File: src/rtl/pipe_ctrl_pkg.sv
// Shared types for the hazard / pipeline-control block: the destination-metadata
// bundle carried through the pipeline registers, its bubble value and the FSM states.
package pipe_ctrl_pkg;

    // Register index width carried in the bundle; the top-level REG_ADDR_W must match.
    localparam int unsigned REG_W = 5;

    typedef struct packed {
        logic [REG_W-1:0] rd;
        logic [REG_W-1:0] rs1;
        logic [REG_W-1:0] rs2;
        logic             regwrite;
        logic             memread;
        logic             memwrite;
    } dest_ctrl_t;

    // All-zero bundle: no control bits, no register indices, never matches a forwarding compare.
    localparam dest_ctrl_t BUBBLE = '0;

    typedef enum logic [0:0] {
        RUN      = 1'b0,
        MEM_WAIT = 1'b1
    } state_t;

endpackage

File: src/rtl/load_use_detect.sv
// Load-use hazard compare: the instruction in ID reads the destination of a load in ID/EX.
module load_use_detect
    import pipe_ctrl_pkg::*;
#(
    parameter int unsigned REG_ADDR_W = 5
) (
    input  logic                  i_id_valid,
    input  logic [REG_ADDR_W-1:0] i_id_rs1,
    input  logic [REG_ADDR_W-1:0] i_id_rs2,
    input  logic                  i_id_uses_rs1,
    input  logic                  i_id_uses_rs2,
    input  logic [REG_ADDR_W-1:0] i_id_ex_rd,
    input  logic                  i_id_ex_memread,
    output logic                  o_lu_stall
);

    logic w_match;

    // x0 loads are excluded: x0 is never a real dependency.
    always_comb begin
        w_match    = (i_id_uses_rs1 && (i_id_rs1 == i_id_ex_rd)) ||
                     (i_id_uses_rs2 && (i_id_rs2 == i_id_ex_rd));
        o_lu_stall = i_id_valid && i_id_ex_memread && (i_id_ex_rd != '0) && w_match;
    end

endmodule

File: src/rtl/hazard_pipe_ctrl.sv
// Pipeline destination-metadata tracking plus stall / flush / freeze control for
// load-use, taken-branch and data-memory-wait hazards.
module hazard_pipe_ctrl
    import pipe_ctrl_pkg::*;
#(
    parameter int unsigned REG_ADDR_W = 5,
    parameter int unsigned CNT_W      = 16
) (
    input  logic                  clk,
    input  logic                  rst_n,
    input  logic                  id_valid,
    input  logic [REG_ADDR_W-1:0] id_rs1,
    input  logic [REG_ADDR_W-1:0] id_rs2,
    input  logic                  id_uses_rs1,
    input  logic                  id_uses_rs2,
    input  logic [REG_ADDR_W-1:0] id_rd,
    input  logic                  id_regwrite,
    input  logic                  id_memread,
    input  logic                  id_memwrite,
    input  logic                  ex_branch_taken,
    input  logic                  mem_ready,
    output logic [REG_ADDR_W-1:0] id_ex_rs1,
    output logic [REG_ADDR_W-1:0] id_ex_rs2,
    output logic [REG_ADDR_W-1:0] ex_mem_rd,
    output logic                  ex_mem_regwrite,
    output logic [REG_ADDR_W-1:0] mem_wb_rd,
    output logic                  mem_wb_regwrite,
    output logic                  pc_write,
    output logic                  if_id_write,
    output logic                  if_id_flush,
    output logic [CNT_W-1:0]      stall_cycles
);

    dest_ctrl_t            r_id_ex;
    logic [REG_ADDR_W-1:0] r_ex_mem_rd;
    logic                  r_ex_mem_regwrite;
    logic                  r_ex_mem_memread;
    logic                  r_ex_mem_memwrite;
    logic [REG_ADDR_W-1:0] r_mem_wb_rd;
    logic                  r_mem_wb_regwrite;
    logic [CNT_W-1:0]      r_stall_cycles;
    state_t                r_state;

    state_t                w_state_next;
    dest_ctrl_t            w_id_fields;
    logic                  w_lu_stall;
    logic                  w_freeze;
    logic                  w_flush;
    logic                  w_stall;
    logic                  w_id_ex_bubble;

    load_use_detect #(
        .REG_ADDR_W (REG_ADDR_W)
    ) u_load_use_detect (
        .i_id_valid      (id_valid),
        .i_id_rs1        (id_rs1),
        .i_id_rs2        (id_rs2),
        .i_id_uses_rs1   (id_uses_rs1),
        .i_id_uses_rs2   (id_uses_rs2),
        .i_id_ex_rd      (r_id_ex.rd),
        .i_id_ex_memread (r_id_ex.memread),
        .o_lu_stall      (w_lu_stall)
    );

    // Hazard priority (freeze > flush > load-use) and the zero-latency hold/flush enables.
    always_comb begin
        w_freeze         = (r_ex_mem_memread || r_ex_mem_memwrite) && !mem_ready;
        w_flush          = ex_branch_taken && !w_freeze;
        w_stall          = w_lu_stall && !w_freeze && !w_flush;
        w_id_ex_bubble   = w_flush || w_stall || !id_valid;
        pc_write         = !(w_freeze || w_stall);
        if_id_write      = !(w_freeze || w_stall);
        if_id_flush      = w_flush;
        w_id_fields      = BUBBLE;
        w_id_fields.rd   = id_rd;
        w_id_fields.rs1  = id_rs1;
        w_id_fields.rs2  = id_rs2;
        w_id_fields.regwrite = id_regwrite;
        w_id_fields.memread  = id_memread;
        w_id_fields.memwrite = id_memwrite;
    end

    // Memory-wait FSM next state; the freeze itself is decoded above in both states.
    always_comb begin
        w_state_next = r_state;
        unique case (r_state)
            RUN:      if (w_freeze)  w_state_next = MEM_WAIT;
            MEM_WAIT: if (mem_ready) w_state_next = RUN;
            default:  w_state_next = RUN;
        endcase
    end

    // State register.
    always_ff @(posedge clk or negedge rst_n) begin
        if (!rst_n) begin
            r_state <= RUN;
        end else begin
            r_state <= w_state_next;
        end
    end

    // Pipeline registers: freeze holds ID/EX and EX/MEM and drains a bubble into MEM/WB.
    always_ff @(posedge clk or negedge rst_n) begin
        if (!rst_n) begin
            r_id_ex           <= BUBBLE;
            r_ex_mem_rd       <= '0;
            r_ex_mem_regwrite <= 1'b0;
            r_ex_mem_memread  <= 1'b0;
            r_ex_mem_memwrite <= 1'b0;
            r_mem_wb_rd       <= '0;
            r_mem_wb_regwrite <= 1'b0;
        end else if (w_freeze) begin
            r_mem_wb_rd       <= '0;
            r_mem_wb_regwrite <= 1'b0;
        end else begin
            r_id_ex           <= w_id_ex_bubble ? BUBBLE : w_id_fields;
            r_ex_mem_rd       <= r_id_ex.rd;
            r_ex_mem_regwrite <= r_id_ex.regwrite;
            r_ex_mem_memread  <= r_id_ex.memread;
            r_ex_mem_memwrite <= r_id_ex.memwrite;
            r_mem_wb_rd       <= r_ex_mem_rd;
            r_mem_wb_regwrite <= r_ex_mem_regwrite;
        end
    end

    // Saturating count of cycles in which the PC was held.
    always_ff @(posedge clk or negedge rst_n) begin
        if (!rst_n) begin
            r_stall_cycles <= '0;
        end else if (!pc_write && (r_stall_cycles != '1)) begin
            r_stall_cycles <= r_stall_cycles + 1'b1;
        end
    end

    assign id_ex_rs1       = r_id_ex.rs1;
    assign id_ex_rs2       = r_id_ex.rs2;
    assign ex_mem_rd       = r_ex_mem_rd;
    assign ex_mem_regwrite = r_ex_mem_regwrite;
    assign mem_wb_rd       = r_mem_wb_rd;
    assign mem_wb_regwrite = r_mem_wb_regwrite;
    assign stall_cycles    = r_stall_cycles;

endmodule
File: config.mk
export PLATFORM = sky130hd
export DESIGN_NAME = hazard_pipe_ctrl
export DESIGN_NICKNAME = d
export VERILOG_FILES = /design/src/rtl/pipe_ctrl_pkg.sv /design/src/rtl/load_use_detect.sv /design/src/rtl/hazard_pipe_ctrl.sv
export SDC_FILE = /design/constraint.sdc
export NUM_CORES = 1
export LEC_CHECK = 0
export CORE_MARGIN = 2
export CORE_UTILIZATION = 47
export DETAILED_ROUTE_END_ITERATION = 8
export MAX_ROUTING_LAYER = met4
export PLACE_DENSITY = 0.89
export SLEW_MARGIN = 40
export SYNTH_ARGS = -nofsm -noshare
export SYNTH_HDL_FRONTEND = slang
export SYNTH_HIERARCHICAL = 1
export SYNTH_SLANG_ARGS = --single-unit
File: constraint.sdc
create_clock -name clk -period 2.4 [get_ports clk]
set_input_delay 0.48 -clock clk [delete_from_list [all_inputs] [get_ports clk]]
set_output_delay 0.48 -clock clk [all_outputs]
set_load 0.02 [all_outputs]
Word level (Yosys, flattened, before mapping)

Index checks and enable logic that the tools add are counted.
W data, S select, Z words.

Register bits: 48
Output and inout port bits: 41
Word-level logic and storage cells: 41
Bits of input ports: 25

$add $sub $neg: 1
Eq/ne operators: 3
Multiplexer cells: 3
Reduce and logical (&&, ||, !) cells: 21

Operator list:

| cell                    | number |
|---|---|
| $mux W18                | 1 |
| $add A16 B1 Y16 const B | 1 |
| $ne A16 B16 Y1 const B  | 1 |
| $eq A5 B5 Y1            | 2 |
| $logic_and A1 B1 Y1     | 10 |
| $logic_not A1 Y1        | 5 |
| $logic_or A1 B1 Y1      | 5 |
| $mux W5                 | 1 |
| $reduce_bool A5 Y1      | 1 |
| $mux W1                 | 1 |

Depth between registers and ports, before layout

Word-level depth: 9
Depth in mapped cells: 8
Mapped depth without buffers: 8

Modules after synthesis

Netlist, hierarchy kept.

By module, submodules not included:

| module           | times used | area each (µm²) | cells an instance |
|---|---|---|---|
| hazard_pipe_ctrl | 1          | 2122.0          | 164 |
| load_use_detect  | 1          | 135.1           | 17 |

Worst setup path after synthesis

OpenSTA, ideal clock, no wires.

Path kind: input-to-output
Start: input id_rs2[2]
End: output pc_write
Data required time: 1.920 ns
Stages: 8
Setup slack: 0.031 ns
Arrival time: 1.889 ns
Cell sequence: xor2_1 nor4_1 nand3_1 a21oi_1 nand2b_2 nand2_4 inv_1 buf_4

Word-level cells in the longest chain between the ends: 8

RTL lines:

| what                             | line                   | text |
|---|---|---|
| start: declaration               | hazard_pipe_ctrl.sv:13 | `input logic [REG_ADDR_W-1:0] id_rs2,` |
| $eq A5 B5 Y1                     | load_use_detect.sv:22  | `(i_id_uses_rs2 && (i_id_rs2 == i_id_ex_rd));` |
| $logic_and A1 B1 Y1              | load_use_detect.sv:22  |  |
| $logic_or A1 B1 Y1               | load_use_detect.sv:21  | `w_match = (i_id_uses_rs1 && (i_id_rs1 == i_id_ex_rd)) \|\|` |
| $logic_and A1 B1 Y1              | load_use_detect.sv:23  | `o_lu_stall = i_id_valid && i_id_ex_memread && (i_id_ex_rd != '0) && w_match;` |
| net w_lu_stall                   | hazard_pipe_ctrl.sv:46 | `logic w_lu_stall;` |
| $logic_and A1 B1 Y1 (2 in a row) | hazard_pipe_ctrl.sv:69 | `w_stall = w_lu_stall && !w_freeze && !w_flush;` |
| $logic_or A1 B1 Y1               | --                     |  |
| $logic_not A1 Y1                 | --                     |  |
| end: declaration                 | hazard_pipe_ctrl.sv:28 | `output logic pc_write,` |

The timed path passes the listed nets, and every way through them passes these cells.

Worst setup path in the final report

Start: register r_id_ex[15] (netlist bit)
End: output if_id_write

Word-level cells in the longest chain between the ends: 8
Elaborated cells between the ends (all ways): 12

RTL lines:

| what                                          | line                                         | text |
|---|---|---|
| start: declaration                            | hazard_pipe_ctrl.sv:34                       | `dest_ctrl_t r_id_ex;` |
| start signal: assignment                      | hazard_pipe_ctrl.sv:116                      | `r_id_ex <= w_id_ex_bubble ? BUBBLE : w_id_fields;` |
| $eq A5 B5 Y1, on equally long branches        | load_use_detect.sv:21, load_use_detect.sv:22 |  |
| $logic_and A1 B1 Y1, on equally long branches | load_use_detect.sv:21, load_use_detect.sv:22 |  |
| $logic_or A1 B1 Y1                            | load_use_detect.sv:21                        |  |
| $logic_and A1 B1 Y1 (*)                       | load_use_detect.sv:23                        |  |
| net w_lu_stall                                | hazard_pipe_ctrl.sv:46                       |  |
| $logic_and A1 B1 Y1 (*) (2 in a row)          | hazard_pipe_ctrl.sv:69                       |  |
| $logic_or A1 B1 Y1 (*)                        | hazard_pipe_ctrl.sv:72                       | `if_id_write = !(w_freeze \|\| w_stall);` |
| $logic_not A1 Y1 (*)                          | hazard_pipe_ctrl.sv:72                       |  |
| end: declaration                              | hazard_pipe_ctrl.sv:29                       | `output logic if_id_write,` |

The timed path passes the listed nets; every way through them passes the cells marked *.

==> run_results.csv <==
group,metric,value,unit
grt,grt_pass1_wl,8370,microns
power,peakVddDrop,0.000396,V
critical_path,reg2reg_depth,12,
critical_path,cp-end-kind,"primary output",
critical_path,rrSetupSlack,-0.09,ns
floorplan,rows,25,
critical_path,worstPathCellList,"buf_4 > xor2_1 > nor4_1 > nand3_1 > a21oi_2 > buf_6 > nand2b_4 > nand2_4 > inv_4 > buf_6",
critical_path,cp-start-kind,"flop",
yosys,syn_inst,181,
yosys,synth_nets,207,
floorplan,io_pins,66,
timing,fin_hold_ws,0.253,ns
power,clockPowerShare,32.1,%
power,powerDensity,643,mW/mm^2
critical_path,reg2reg_to,"stall_cycles[12]",
yosys,ys.flop_type,"dfrtp_1",
critical_path,worst-endpoint-arrival,2.10,ns
clocking,htree_num_levels,2,
clocking,cts_buffer_depth,2,
timing,hold_viol,0,
timing,finClkSkew,0.0155,ns
detailed_routing,postRouteAntennaNets,0,
floorplan,die_w,73.3,microns
yosys,synth-edff-count,0,
power,power.switching,581,uW
floorplan,core,0.00469,sq mm
cells_and_area,drive_above_1_share,26.5,%
placement,dp_hpwl,3580,microns
timing,tightest_slew,0.592,ns
placement,io_buffers,65,
grt,grt_overflow,0,
power,cellLeakagePower,0.00154,uW
critical_path,path_class,"flop to primary output",
flow_run,cap_violations,0,
yosys,yosys_warnings,6,
timing,rsz0062_at_grt,"yes",
critical_path,crit_path_max_fanout,3,
clocking,cts.clk_slew.worst_paths,0.10,ns
grt,grt_max_degree,49,
grt,grt_pass1_vias,1721,
clocking,ctsHoldBuffers,0,
timing,fmax,387,MHz
cells_and_area,n_fill_cell,312,
detailed_routing,drcViolationCount,0,
detailed_routing,drt_iter0_drc,132,
detailed_routing,num_vias,1760,
floorplan,die_h,73.3,microns
power,power_frac_seq,45.2,%
detailed_routing,post_drt_wl_per_cell,16.9,microns
floorplan,dieArea,0.00537,sq mm
clocking,clock_latency,0.31,ns
timing,slew_viol_final,0,
clocking,clkSinkCount,48,
critical_path,slowest_delay,0.41,ns
critical_path,crit_required,1.92,ns
placement,routabilityCongestion,0.880,
power,combPwrFrac,22.7,%
yosys,ys_ff_latch,48,
yosys,ys_seq_area_share,53.2,%
critical_path,r2r-start,"r_id_ex[15]",
yosys,synth.distinct_cells,39,
detailed_routing,routed_wl,5450,microns
cells_and_area,area_delta_synth_final,45.5,%
clocking,numCtsBuffers,5,
timing,slew_headroom,60.6,%
timing,setup_viol,10,
clocking,clock-root-buffer,"clkbuf_8",
critical_path,cp_common_cell,"buf_6",
grt,antenna_found_initial,0,
yosys,async_reset_ff_share,100,%
placement,dp_slack,-0.656,ns
timing,fin_crit_sh,108,%
timing,fin_crit,2.58,ns
hold_path,min_path_type,"input port to async pin",
outcome,violations,"negative setup slack",
clocking,cts_tree,"yes",
power,power.internal,1530,uW
cells_and_area,n_antenna_cell,0,
detailed_routing,drt_pre_antenna_iters,4,
detailed_routing,viasPerCell,5.47,
critical_path,cpMaxStageDelayCell,"dfrtp_1",
yosys,postSynthAreaPerCell,12.5,sq um
grt,grt.total_usage,20.9,%
yosys,synthesis.area,0.00226,sq mm
cells_and_area,nets,294,
floorplan,start_util,48.1,%
timing,setup_ws,-0.182,ns
power,p_sw_share,27.5,%
outcome,status,"finished, violations left",
-- critical path, delay by kind of cell, from the launching register on --
kind / cells / cell delay [ns]
buffers and inverters: 4 / 0.45
AOI/OAI and AO/OA: 1 / 0.22
DFF: 1 / 0.41
xor gates and xnor gates: 1 / 0.15
and+or+nand+nor: 4 / 0.58
-- cell type report --
class                           count  area [sq um]  area share [%]
Clock buffer                        5          68.8            2.10
Clock inverter                      2          60.1            1.83
Inverter                            2          10.0           0.305
Multi-Input combinational cell    115           975            29.7
Sequential cell                    48          1200            36.6
Tap cell                           54          67.6            2.06
Timing Repair Buffer               96           901            27.4
-- state kept, by name, indices dropped and copies added (netlist names) --
| name | flops |
|---|---|
| r_ex_mem_memread | 1 |
| ex_mem_rd | 5 |
| ex_mem_regwrite | 1 |
| stall_cycles | 16 |
| id_ex_rs2 | 5 |
| mem_wb_rd | 5 |
| id_ex_rs1 | 5 |
| r_ex_mem_memwrite | 1 |
| r_id_ex | 8 |
| mem_wb_regwrite | 1 |
-- metal layers --
metal  part of all wire (%)  track usage [%]
met1                     41             27.1
met2                     53             33.6
met3                    3.9             3.70
met4                    2.0             6.87
met5                      0                -
-- power by group through the flow --
stage | combinational, uW | clock, uW | sequential [uW]
after floorplan | 172 | 0 | 1020
after global placement | 453 | 0 | 964
after detailed placement | 468 | 0 | 967
after CTS | 477 | 677 | 952
after global routing | 515 | 706 | 965
final | 479 | 679 | 955
-- kinds of logic after synthesis --
logic type      count (synthesis)  share of synthesized area, %
flops                          48                          53.2
simple gates                   52                          14.6
fa+ha+maj                       1                         0.554
mux                             3                          1.50
xor+xnor                       24                          9.31
compound gates                 35                          15.3
buf+inv                        18                          5.49
-- how the worst max path moves through the flow --
stage                     start     endpoint  slack (ns)
floorplan             id_rs2[2]     pc_write        0.03
global placement      id_rs1[0]  if_id_write       -0.60
detailed placement    id_rs1[0]  if_id_write       -0.66
CTS                 r_id_ex[14]  if_id_write       -0.15
global route        r_id_ex[14]  if_id_write       -0.27
finish              r_id_ex[15]  if_id_write       -0.18
-- synth_stat cells (2+ instances only) --
master	number	area, sq um
dfrtp_1	48	1200
a22o_1	18	158
nand2_1	18	67.6
xnor2_1	16	140
buf_4	11	82.6
and2_1	8	50.1
xor2_1	8	70.1
nand3_1	5	25.0
o211ai_2	5	62.6
clkbuf_1	3	11.3
o2111ai_1	3	26.3
a211oi_4	2	40.0
a21oi_1	2	10.0
and3_1	2	12.5
and3_2	2	15.0
buf_6	2	22.5
inv_1	2	7.51
mux2_2	2	22.5
nand4_1	2	12.5
nor2_1	2	7.51
nor4_1	2	12.5
-- stage by stage --
step	total power (uW)	setup TNS, ns	std cells	area (sq um)	utilization, %
after floorplan	1190	0	181	2260	-
after global placement	1420	-9.70	308	3030	64.7
after detailed placement	1430	-8.19	309	3040	64.8
after CTS	2110	-0.349	317	3210	68.3
after global routing	2180	-1.78	322	3280	70.0
final	2110	-0.741	322	3280	70.0
-- what timing repair did --
item                       CTS  global route
gates resized for setup     25            10
buffers inserted             1             5
setup endpoints to repair   12            21
pin swaps                   12             9
cloned                       0             0
-- layout by cell type, fill, tap and decap left out, types with 2 or more instances in the layout --
cell type        synthesis  routed
o2111ai_2                1       3
nand4_1                  2       2
and3_1                   2       2
and2_1                   8       8
nor2_1                   2       2
nand3_1                  5       3
nand3_2                  1       3
xnor2_1                 16      15
buf_6                    2       7
nor4_1                   2       2
nand2b_4                 1       2
dlygate4sd2_1            0       5
mux2_2                   2       2
and3_2                   2       2
nand2_1                 18      18
bufinv_16                0       2
o21ai_2                  1       2
o211ai_2                 5       5
clkdlybuf4s50_1          0      54
xor2_1                   8       8
dlymetal6s2s_1           0       3
a211oi_4                 2       2
a22o_1                  18      18
clkbuf_8                 0       5
buf_4                   11      26
dfrtp_1                 48      48
Note: power is estimated with default switching activity, not from simulation.
